### src/rtl/fractal_job_scheduler.sv
// rtl/fractal_job_scheduler.sv - round-robin fractal job dispatcher with raster-order result collection
module fractal_job_scheduler #(
    parameter int N_ENGINES = 4,
    parameter int X_SIZE    = 640,
    parameter int Y_SIZE    = 480,
    parameter int PTR_W     = $clog2(N_ENGINES)
) (
    input  logic                   out_stream_aclk,
    input  logic                   periph_resetn,
    input  logic                   enable,
    input  logic [7:0]             cfg_max_iter,
    output logic [N_ENGINES-1:0]   job_valid,
    input  logic [N_ENGINES-1:0]   job_ready,
    output logic [9:0]             job_x,
    output logic [8:0]             job_y,
    output logic [7:0]             job_max_iter,
    input  logic [N_ENGINES-1:0]   res_valid,
    input  logic [8*N_ENGINES-1:0] res_iter,
    output logic [N_ENGINES-1:0]   res_ready,
    output logic                   pix_valid,
    output logic [7:0]             pix_iter,
    output logic                   pix_sof,
    output logic                   pix_eol,
    input  logic                   pix_ready,
    output logic                   busy,
    output logic                   frame_done
);
    localparam int                   CNT_W    = $clog2(N_ENGINES + 1);
    localparam logic [9:0]           X_LAST   = 10'(X_SIZE - 1);
    localparam logic [8:0]           Y_LAST   = 9'(Y_SIZE - 1);
    localparam logic [PTR_W-1:0]     PTR_LAST = PTR_W'(N_ENGINES - 1);
    localparam logic [N_ENGINES-1:0] ONE_HOT0 = N_ENGINES'(1);

    typedef enum logic [1:0] {S_IDLE, S_RUN, S_DRAIN} state_t;

    state_t               r_state;
    state_t               w_state_next;
    logic [PTR_W-1:0]     r_d_ptr;
    logic [PTR_W-1:0]     r_r_ptr;
    logic [9:0]           r_dx;
    logic [8:0]           r_dy;
    logic [9:0]           r_ox;
    logic [8:0]           r_oy;
    logic [CNT_W-1:0]     r_inflight;
    logic [N_ENGINES-1:0] r_job_valid;
    logic [7:0]           r_job_max_iter;
    logic                 r_pix_valid;
    logic [7:0]           r_pix_iter;
    logic                 r_pix_sof;
    logic                 r_pix_eol;
    logic                 r_pix_last;
    logic                 r_frame_done;

    logic                 w_start;
    logic                 w_dispatch;
    logic                 w_d_last;
    logic [PTR_W-1:0]     w_d_ptr_next;
    logic [PTR_W-1:0]     w_r_ptr_next;
    logic                 w_out_free;
    logic [N_ENGINES-1:0] w_res_ready;
    logic                 w_collect;
    logic [7:0]           w_res_sel;

    assign w_start      = (r_state == S_IDLE) && enable;
    assign w_dispatch   = |(r_job_valid & job_ready);
    assign w_d_last     = (r_dx == X_LAST) && (r_dy == Y_LAST);
    assign w_d_ptr_next = (r_d_ptr == PTR_LAST) ? '0 : r_d_ptr + PTR_W'(1);
    assign w_r_ptr_next = (r_r_ptr == PTR_LAST) ? '0 : r_r_ptr + PTR_W'(1);
    // Only the engine owning the next raster pixel may hand over a result.
    assign w_out_free   = !r_pix_valid || pix_ready;
    assign w_res_ready  = ((r_inflight != '0) && w_out_free) ? (ONE_HOT0 << r_r_ptr) : '0;
    assign w_collect    = res_valid[r_r_ptr] && w_res_ready[r_r_ptr];
    assign w_res_sel    = res_iter[{r_r_ptr, 3'b000} +: 8];

    always_ff @(posedge out_stream_aclk or negedge periph_resetn) begin
        if (!periph_resetn) begin
            r_state <= S_IDLE;
        end else begin
            r_state <= w_state_next;
        end
    end

    always_comb begin
        w_state_next = r_state;
        case (r_state)
            S_IDLE:  if (enable) w_state_next = S_RUN;
            S_RUN:   if (w_dispatch && w_d_last && !enable) w_state_next = S_DRAIN;
            S_DRAIN: if ((r_inflight == '0) && !r_pix_valid) w_state_next = S_IDLE;
            default: w_state_next = S_IDLE;
        endcase
    end

    always_ff @(posedge out_stream_aclk or negedge periph_resetn) begin
        if (!periph_resetn) begin
            r_d_ptr        <= '0;
            r_dx           <= '0;
            r_dy           <= '0;
            r_job_valid    <= '0;
            r_job_max_iter <= '0;
        end else if (w_start) begin
            r_d_ptr        <= '0;
            r_dx           <= '0;
            r_dy           <= '0;
            r_job_valid    <= ONE_HOT0;
            r_job_max_iter <= cfg_max_iter;
        end else if ((r_state == S_RUN) && w_dispatch) begin
            r_d_ptr <= w_d_ptr_next;
            if (r_dx == X_LAST) begin
                r_dx <= '0;
                r_dy <= (r_dy == Y_LAST) ? '0 : r_dy + 9'd1;
            end else begin
                r_dx <= r_dx + 10'd1;
            end
            // Frame wrap: either stop offering or re-latch the limit for the next frame.
            if (w_d_last && !enable) begin
                r_job_valid <= '0;
            end else begin
                r_job_valid <= ONE_HOT0 << w_d_ptr_next;
            end
            if (w_d_last && enable) begin
                r_job_max_iter <= cfg_max_iter;
            end
        end
    end

    always_ff @(posedge out_stream_aclk or negedge periph_resetn) begin
        if (!periph_resetn) begin
            r_inflight <= '0;
        end else if (w_dispatch && !w_collect) begin
            r_inflight <= r_inflight + CNT_W'(1);
        end else if (!w_dispatch && w_collect) begin
            r_inflight <= r_inflight - CNT_W'(1);
        end
    end

    always_ff @(posedge out_stream_aclk or negedge periph_resetn) begin
        if (!periph_resetn) begin
            r_r_ptr <= '0;
            r_ox    <= '0;
            r_oy    <= '0;
        end else if (w_start) begin
            r_r_ptr <= '0;
            r_ox    <= '0;
            r_oy    <= '0;
        end else if (w_collect) begin
            r_r_ptr <= w_r_ptr_next;
            if (r_ox == X_LAST) begin
                r_ox <= '0;
                r_oy <= (r_oy == Y_LAST) ? '0 : r_oy + 9'd1;
            end else begin
                r_ox <= r_ox + 10'd1;
            end
        end
    end

    always_ff @(posedge out_stream_aclk or negedge periph_resetn) begin
        if (!periph_resetn) begin
            r_pix_valid  <= 1'b0;
            r_pix_iter   <= '0;
            r_pix_sof    <= 1'b0;
            r_pix_eol    <= 1'b0;
            r_pix_last   <= 1'b0;
            r_frame_done <= 1'b0;
        end else begin
            if (w_collect) begin
                r_pix_valid <= 1'b1;
                r_pix_iter  <= w_res_sel;
                r_pix_sof   <= (r_ox == '0) && (r_oy == '0);
                r_pix_eol   <= (r_ox == X_LAST);
                r_pix_last  <= (r_ox == X_LAST) && (r_oy == Y_LAST);
            end else if (pix_ready) begin
                r_pix_valid <= 1'b0;
            end
            r_frame_done <= r_pix_valid && pix_ready && r_pix_last;
        end
    end

    assign job_valid    = r_job_valid;
    assign job_x        = r_dx;
    assign job_y        = r_dy;
    assign job_max_iter = r_job_max_iter;
    assign res_ready    = w_res_ready;
    assign pix_valid    = r_pix_valid;
    assign pix_iter     = r_pix_iter;
    assign pix_sof      = r_pix_sof;
    assign pix_eol      = r_pix_eol;
    assign busy         = (r_state != S_IDLE);
    assign frame_done   = r_frame_done;

endmodule

### config.mk
export PLATFORM = sky130hd
export DESIGN_NAME = fractal_job_scheduler
export DESIGN_NICKNAME = d
export VERILOG_FILES = /design/src/rtl/fractal_job_scheduler.sv
export SDC_FILE = /design/constraint.sdc
export NUM_CORES = 1
export LEC_CHECK = 0
export ABC_AREA = 1
export CORE_MARGIN = 3
export CORE_UTILIZATION = 47
export DETAILED_ROUTE_END_ITERATION = 10
export PLACE_DENSITY = 0.75
export SYNTH_ARGS = -nofsm -noshare
export SYNTH_HDL_FRONTEND = slang
export SYNTH_SLANG_ARGS = --single-unit
### constraint.sdc
create_clock -name out_stream_aclk -period 4.83 [get_ports out_stream_aclk]
set_input_delay 1.2075 -clock out_stream_aclk [delete_from_list [all_inputs] [get_ports out_stream_aclk]]
set_output_delay 1.2075 -clock out_stream_aclk [all_outputs]
set_load 0.01 [all_outputs]
==> flow_summary.yaml, run 1 <==
sta:
  worstMarginPinSlew_ns: 0.993
  period_share_pct: 80.7
  relSlewSlack_pct: 33.8
  final_max_slew_viol_count: 0
  fin_crit_ns: 3.90
  fin_hold_ws_ns: 0.473
  setup_viol: 0
  fin_skew_ns: 0.0132
  rsz0062_at_grt: "false"
  hold_violations: 0
  finalSetupTns_ns: 0
  fmax_mhz: 257
routing:
  wl_met2_um: 5510
  maxUsedRoutingLayer: "met4"
  vias: 4288
  first_pass_iters: 4
  routed_wirelength_um: 11400
  ant_nets: 0
  drc: 0
  met1_length_um: 5240
  routedWlPerCell_um: 13.8
  dr.first_iter.drc_count: 208
  viasPerCell: 5.20
  wl_met3_um: 495
synthesis:
  synth.largest_area_cell: "dfrtp_1"
  syn_area_mm2: 0.00464
  netlist.area_leader.share_pct: 38.8
  synth-edff-count: 0
  synthesis.area_per_instance_um2: 7.74
  synth.most_common_cell: "nand2_1"
  ys_top_cells_by_area: "dfrtp_1, nand2_1, nand3_1"
  ys_seq_elements: 72
  synth_ff_type: "dfrtp_1"
  ys_types: 42
  yosys_warnings: 0
  synth_cells: 599
  synth_nets: 668
  async_flop_share_pct: 100
  synth_top_cells_by_count: "nand2_1, dfrtp_1, nor2_1"
  ys_seq_area_share_pct: 38.8
worst_setup_path:
  worst_path_largest_cell_delay_ns: 0.54
  cp.depth: 6
  crit_path_top_delay_cell: "clkdlybuf4s50_1"
  critical_path_required_ns: 3.62
  crit_path_max_fanout: 6
  setup.worst_path.start_class: "primary input"
  timing.rr.end: "r_inflight[2]$_DFFE_PN0P_"
  crit_start: "pix_ready"
  reg2reg_from: "r_r_ptr[0]$_DFFE_PN0P_"
  cp_num_buf_inv: 3
  cp_cell_sequence: "clkdlybuf4s50_1 > inv_1 > nand2_1 > nand2_1 > nor2_1 > clkdlybuf4s50_1"
  rr_worst_depth: 11
  r2r_setup_slack_ns: 1.46
  crit_end: "res_ready[0]"
  crit_arrival_ns: 2.69
  worstSetupPathType: "primary input to output pin"
  critPathCaptureType: "output pin"
  critPathTopFamily: "buffers and inverters"
floorplan:
  die_h_um: 105
  fp-row-count: 35
  fp.dieW_um: 105
  die_area_mm2: 0.0111
  start_util_pct: 49.3
  num_io_pins: 100
  coreArea_mm2: 0.00942
clocking:
  htreeDepth: 3
  cts_tree: "built"
  postCtsResizedCells: 0
  clock_sinks: 72
  insertion_delay_ns: 0.35
  cts_hold_buf: 0
  clk_pin_slew_worst_paths_ns: 0.07
  clockRootBuffer: "clkbuf_8"
  clock_path_buffers: 2
  postCtsSetupBuffers: 0
  numCtsBuffers: 9
pwr:
  power_density_mw_per_mm2: 493
  leakage_nw: 2.73
  vdd_ir_drop_max_mv: 0.180
global_routing:
  grt_max_degree: 45
  antenna_found_initial: 0
  first_global_vias: 4151
  grt_pass1_wl_um: 19400
  grt-ovfl-total: 0
  grt.total_usage_pct: 20.7
placed_design:
  dp_hpwl_um: 8140
  io_buffers: 99
  finalWeightedCongestion: 0.855
min_path:
  hold_depth: 2
  hold_path.class: "register to register"
layout:
  area_delta_synth_final_pct: 25.8
  antenna_cells_inserted: 0
  drive_gt1_share_pct: 10.8
  fin_nets: 759
  n_fill_cell: 830
job:
  max_cap_violations: 0
run_status:
  status: "finished, final reports clean"
-- worst min path at each step --
| stage | slack, ns | end | from |
|---|---|---|---|
| after floorplan | 0.46 | r_pix_last$_DFFE_PN0P_ | r_pix_last$_DFFE_PN0P_ |
| after global placement | 0.45 | job_max_iter[5]$_DFFE_PN0P_ | job_max_iter[5]$_DFFE_PN0P_ |
| after detailed placement | 0.46 | job_max_iter[6]$_DFFE_PN0P_ | job_max_iter[6]$_DFFE_PN0P_ |
| after CTS | 0.48 | job_max_iter[2]$_DFFE_PN0P_ | job_max_iter[2]$_DFFE_PN0P_ |
| after global routing | 0.50 | job_max_iter[5]$_DFFE_PN0P_ | job_max_iter[5]$_DFFE_PN0P_ |
| final | 0.47 | pix_eol$_DFFE_PN0P_ | pix_eol$_DFFE_PN0P_ |
-- layout make-up --
type	count	area, µm²	area share (%)
multi-input cells	436	2430	41.7
well taps	129	161	2.77
repair buffers	100	993	17.0
clock buffers	11	141	2.42
inverters	71	272	4.65
flip-flops and latches	72	1800	30.9
clock inverters	5	32.5	0.558
-- report_power, final --
group	total [mW]	internal [mW]	switching, mW	leakage, nW
combinational	1.44	0.603	0.840	1.70
sequential	1.00	0.797	0.203	0.946
clock	0.432	0.199	0.234	0.0813
total	2.88	1.60	1.28	2.73
-- flip-flops by register name, indices dropped and copies added, names as in the netlist, 2 cells and up --
name and flops:
job_x 10, r_state 2, r_d_ptr 2, r_inflight 3, job_valid 4, r_oy 9, r_ox 10, job_y 9
pix_iter 8, job_max_iter 8, r_r_ptr 2
-- through the flow --
stage          instance area, µm²  util [%]  power (mW)  cells  worst slack (ns)
2_1_floorplan                4640         -        1.94    599              1.81
4_1_cts                      5830      62.0        2.89    824             0.929
3_3_place_gp                 5660      60.1        2.40    808             0.945
3_5_place_dp                 5660      60.1        2.46    808             0.943
5_1_grt                      5830      62.0        3.12    824             0.839
6_report                     5830      62.0        2.88    824             0.933
-- metal layers --
layer	GRT usage, %	up-vias
met4	6.19	0
li1	-	2129
met2	34.6	97
met5	0	-
met1	27.2	2052
met3	4.16	10
-- tightest hold or removal path, delay by kind of cell (launching register included) --
kind	cells	cell delay, ns
flip-flops	1	0.34
AND/OR/NAND/NOR	2	0.10
-- cell usage in the layout (no fill, tap or decap), types with 2 or more instances in the layout --
cell type        count
o21ai_1             16
nand3b_1             2
dfrtp_1             72
clkdlybuf4s50_1     98
nand4_1             20
xnor2_1              3
nand2_1            150
clkbuf_8            10
nor2_1              60
nor3_1              12
nand3_2             12
o31ai_1              3
clkinvlp_4           3
nor2_4               5
nand3_4              4
a21oi_1              5
nand3_1             51
o22ai_1              9
nand2_4              7
o21ai_2              2
nand4_2              2
inv_2               10
xor2_1               9
o211ai_1             2
ha_1                16
clkinv_1             2
nor3b_1              2
nand2_2              6
inv_1               58
clkinv_2             2
o21ai_0             26
nor2_2               4
-- cell families (layout without fill, tap and decap cells) --
kind of cell / Yosys count / in the layout / share of synthesized area, %
flip-flops: 72 / 72 / 38.8
multiplexers: 1 / 1 / 0.243
AO/OA/AOI/OAI: 65 / 65 / 8.09
adder cells (fa/ha/maj): 17 / 17 / 4.75
XOR/XNOR: 12 / 12 / 2.27
AND/OR/NAND/NOR: 341 / 341 / 37.1
buffers and inverters: 91 / 187 / 8.71
Note: power is estimated with default switching activity, not from simulation.
==> inputs of run 2 (changes only) <==
Settings changed: PLACE_DENSITY 0.75 to 0.78.
Clock period 4.83 ns to 3.4 ns, I/O delays scaled along.
==> run 2 against run 1 <==
  * Utilization rose by 1.3 points
  * Non-clock buffer count rose by 6
  * Sequential power rose by 39%
  * Final area rose by 2.2%
  * First-iteration DRC count rose by 9.6%
  * Die area did not move
  * Cell count rose by 0.73%
  * Largest cell class unchanged
  * Largest power group unchanged
==> flow_summary.yaml, run 2 (synthesized netlist as in run 1, its figures left out) <==
pwr:
  leakage_nw: 2.80
  vdd_ir_drop_max_mv: 0.341
  power_density_mw_per_mm2: 728
clocking:
  cts_tree: "built"
  numCtsBuffers: 9
  clock_path_buffers: 2
  postCtsResizedCells: 0
  clk_pin_slew_worst_paths_ns: 0.07
  htreeDepth: 3
  cts_hold_buf: 0
  postCtsSetupBuffers: 0
  insertion_delay_ns: 0.36
  clockRootBuffer: "clkbuf_8"
  clock_sinks: 72
placed_design:
  io_buffers: 99
  placed_cells: 814
  finalWeightedCongestion: 0.867
  dp_hpwl_um: 8210
routing:
  dr.first_iter.drc_count: 228
  wl_met2_um: 5650
  vias: 4338
  first_pass_iters: 5
  met1_length_um: 5030
  routed_wirelength_um: 11300
  wl_met3_um: 457
  drc: 0
  maxUsedRoutingLayer: "met4"
  viasPerCell: 5.23
  routedWlPerCell_um: 13.7
  ant_nets: 0
worst_setup_path:
  worst_path_largest_cell_delay_ns: 0.56
  cp_cell_sequence: "clkdlybuf4s50_1 > inv_1 > nand2_1 > nand2_1 > nor2_1 > clkdlybuf4s50_1"
  crit_start: "pix_ready"
  critPathCaptureType: "output pin"
  worstSetupPathType: "primary input to output pin"
  setup.worst_path.start_class: "primary input"
  crit_path_max_fanout: 4
  reg2reg_from: "r_r_ptr[1]$_DFFE_PN0P_"
  crit_arrival_ns: 2.26
  critical_path_required_ns: 2.55
  crit_path_top_delay_cell: "clkdlybuf4s50_1"
layout:
  regArea_mm2: 0.00180
  antenna_cells_inserted: 0
  fin_nets: 765
  n_fill_cell: 803
  layout_commonest_cell: "nand2_1"
  multi_input_area_mm2: 0.00243
  area_delta_synth_final_pct: 28.5
  instances_no_fill: 830
  final_cell_mix: "nand2_1, clkdlybuf4s50_1, dfrtp_1"
  drive_gt1_share_pct: 11.7
sta:
  period_share_pct: 91.6
  finalSetupTns_ns: 0
  setup_viol: 0
  fin_skew_ns: 0.0173
  final_max_slew_viol_count: 0
  fin_crit_ns: 3.11
  worstMarginPinSlew_ns: 0.822
  hold_violations: 0
  rsz0062_at_grt: "false"
  fmax_mhz: 321
  relSlewSlack_pct: 45.2
  fin_hold_ws_ns: 0.479
global_routing:
  grt_pass1_wl_um: 19900
  antenna_found_initial: 0
  first_global_vias: 4295
  grt-ovfl-total: 0
  grt.total_usage_pct: 21.4
  grt_max_degree: 39
run_status:
  status: "finished, final reports clean"
job:
  max_cap_violations: 0
min_path:
  hold_path.class: "register to register"
  hold_start: "pix_eol$_DFFE_PN0P_"
floorplan:
  num_io_pins: 100
  fp.dieW_um: 105
  start_util_pct: 49.3
  coreArea_mm2: 0.00942
  die_area_mm2: 0.0111
  fp-row-count: 35
  die_h_um: 105
-- run 2: worst paths after layout --
| kind | to | slack [ns] | cells past startpoint |
|---|---|---|---|
| max | res_ready[2] | 0.29 | 6 |
| min | pix_eol$_DFFE_PN0P_ | 0.48 | 2 |
| max reg2reg | r_inflight[2]$_DFFE_PN0P_ | 0.88 | 11 |
| min reg2reg | pix_eol$_DFFE_PN0P_ | 0.48 | 2 |
| max in group asynchronous | frame_done$_DFF_PN0_ | 2.13 | 2 |
| min in group asynchronous | job_max_iter[4]$_DFFE_PN0P_ | 0.57 | 1 |
-- run 2: area by class of cell --
type | count | share of cell area (%)
clock buffers | 9 | 2.08
well taps | 129 | 2.71
multi-input cells | 436 | 40.8
clock inverters | 7 | 1.99
inverters | 71 | 4.55
flip-flops and latches | 72 | 30.2
repair buffers | 106 | 17.6
-- run 2: where the power goes --
part           switching (mW)  internal (mW)
Clock                   0.345          0.488
Combinational            1.23          0.887
Sequential              0.257           1.13
-- run 2: critical path, delay by kind of cell --
family | cells | cell delay (ns)
AND/OR/NAND/NOR | 3 | 0.32
buffers and inverters | 3 | 1.09
-- run 2: layer usage --
layer	global-route usage, %	vias up
met5	0	-
met4	7.59	0
met3	2.82	14
met2	36.5	112
met1	27.9	2062
li1	-	2150
-- run 2: through the flow --
| step | util, % | setup WS, ns | cell area [µm²] | total power, mW |
|---|---|---|---|---|
| finish | 63.3 | 0.286 | 5960 | 4.34 |
| global route | 63.3 | 0.223 | 5960 | 4.70 |
| CTS | 63.3 | 0.288 | 5960 | 4.38 |
| detailed placement | 60.7 | 0.306 | 5720 | 3.53 |
| global placement | 60.7 | 0.333 | 5720 | 3.45 |
| floorplan | - | 0.741 | 4640 | 2.76 |
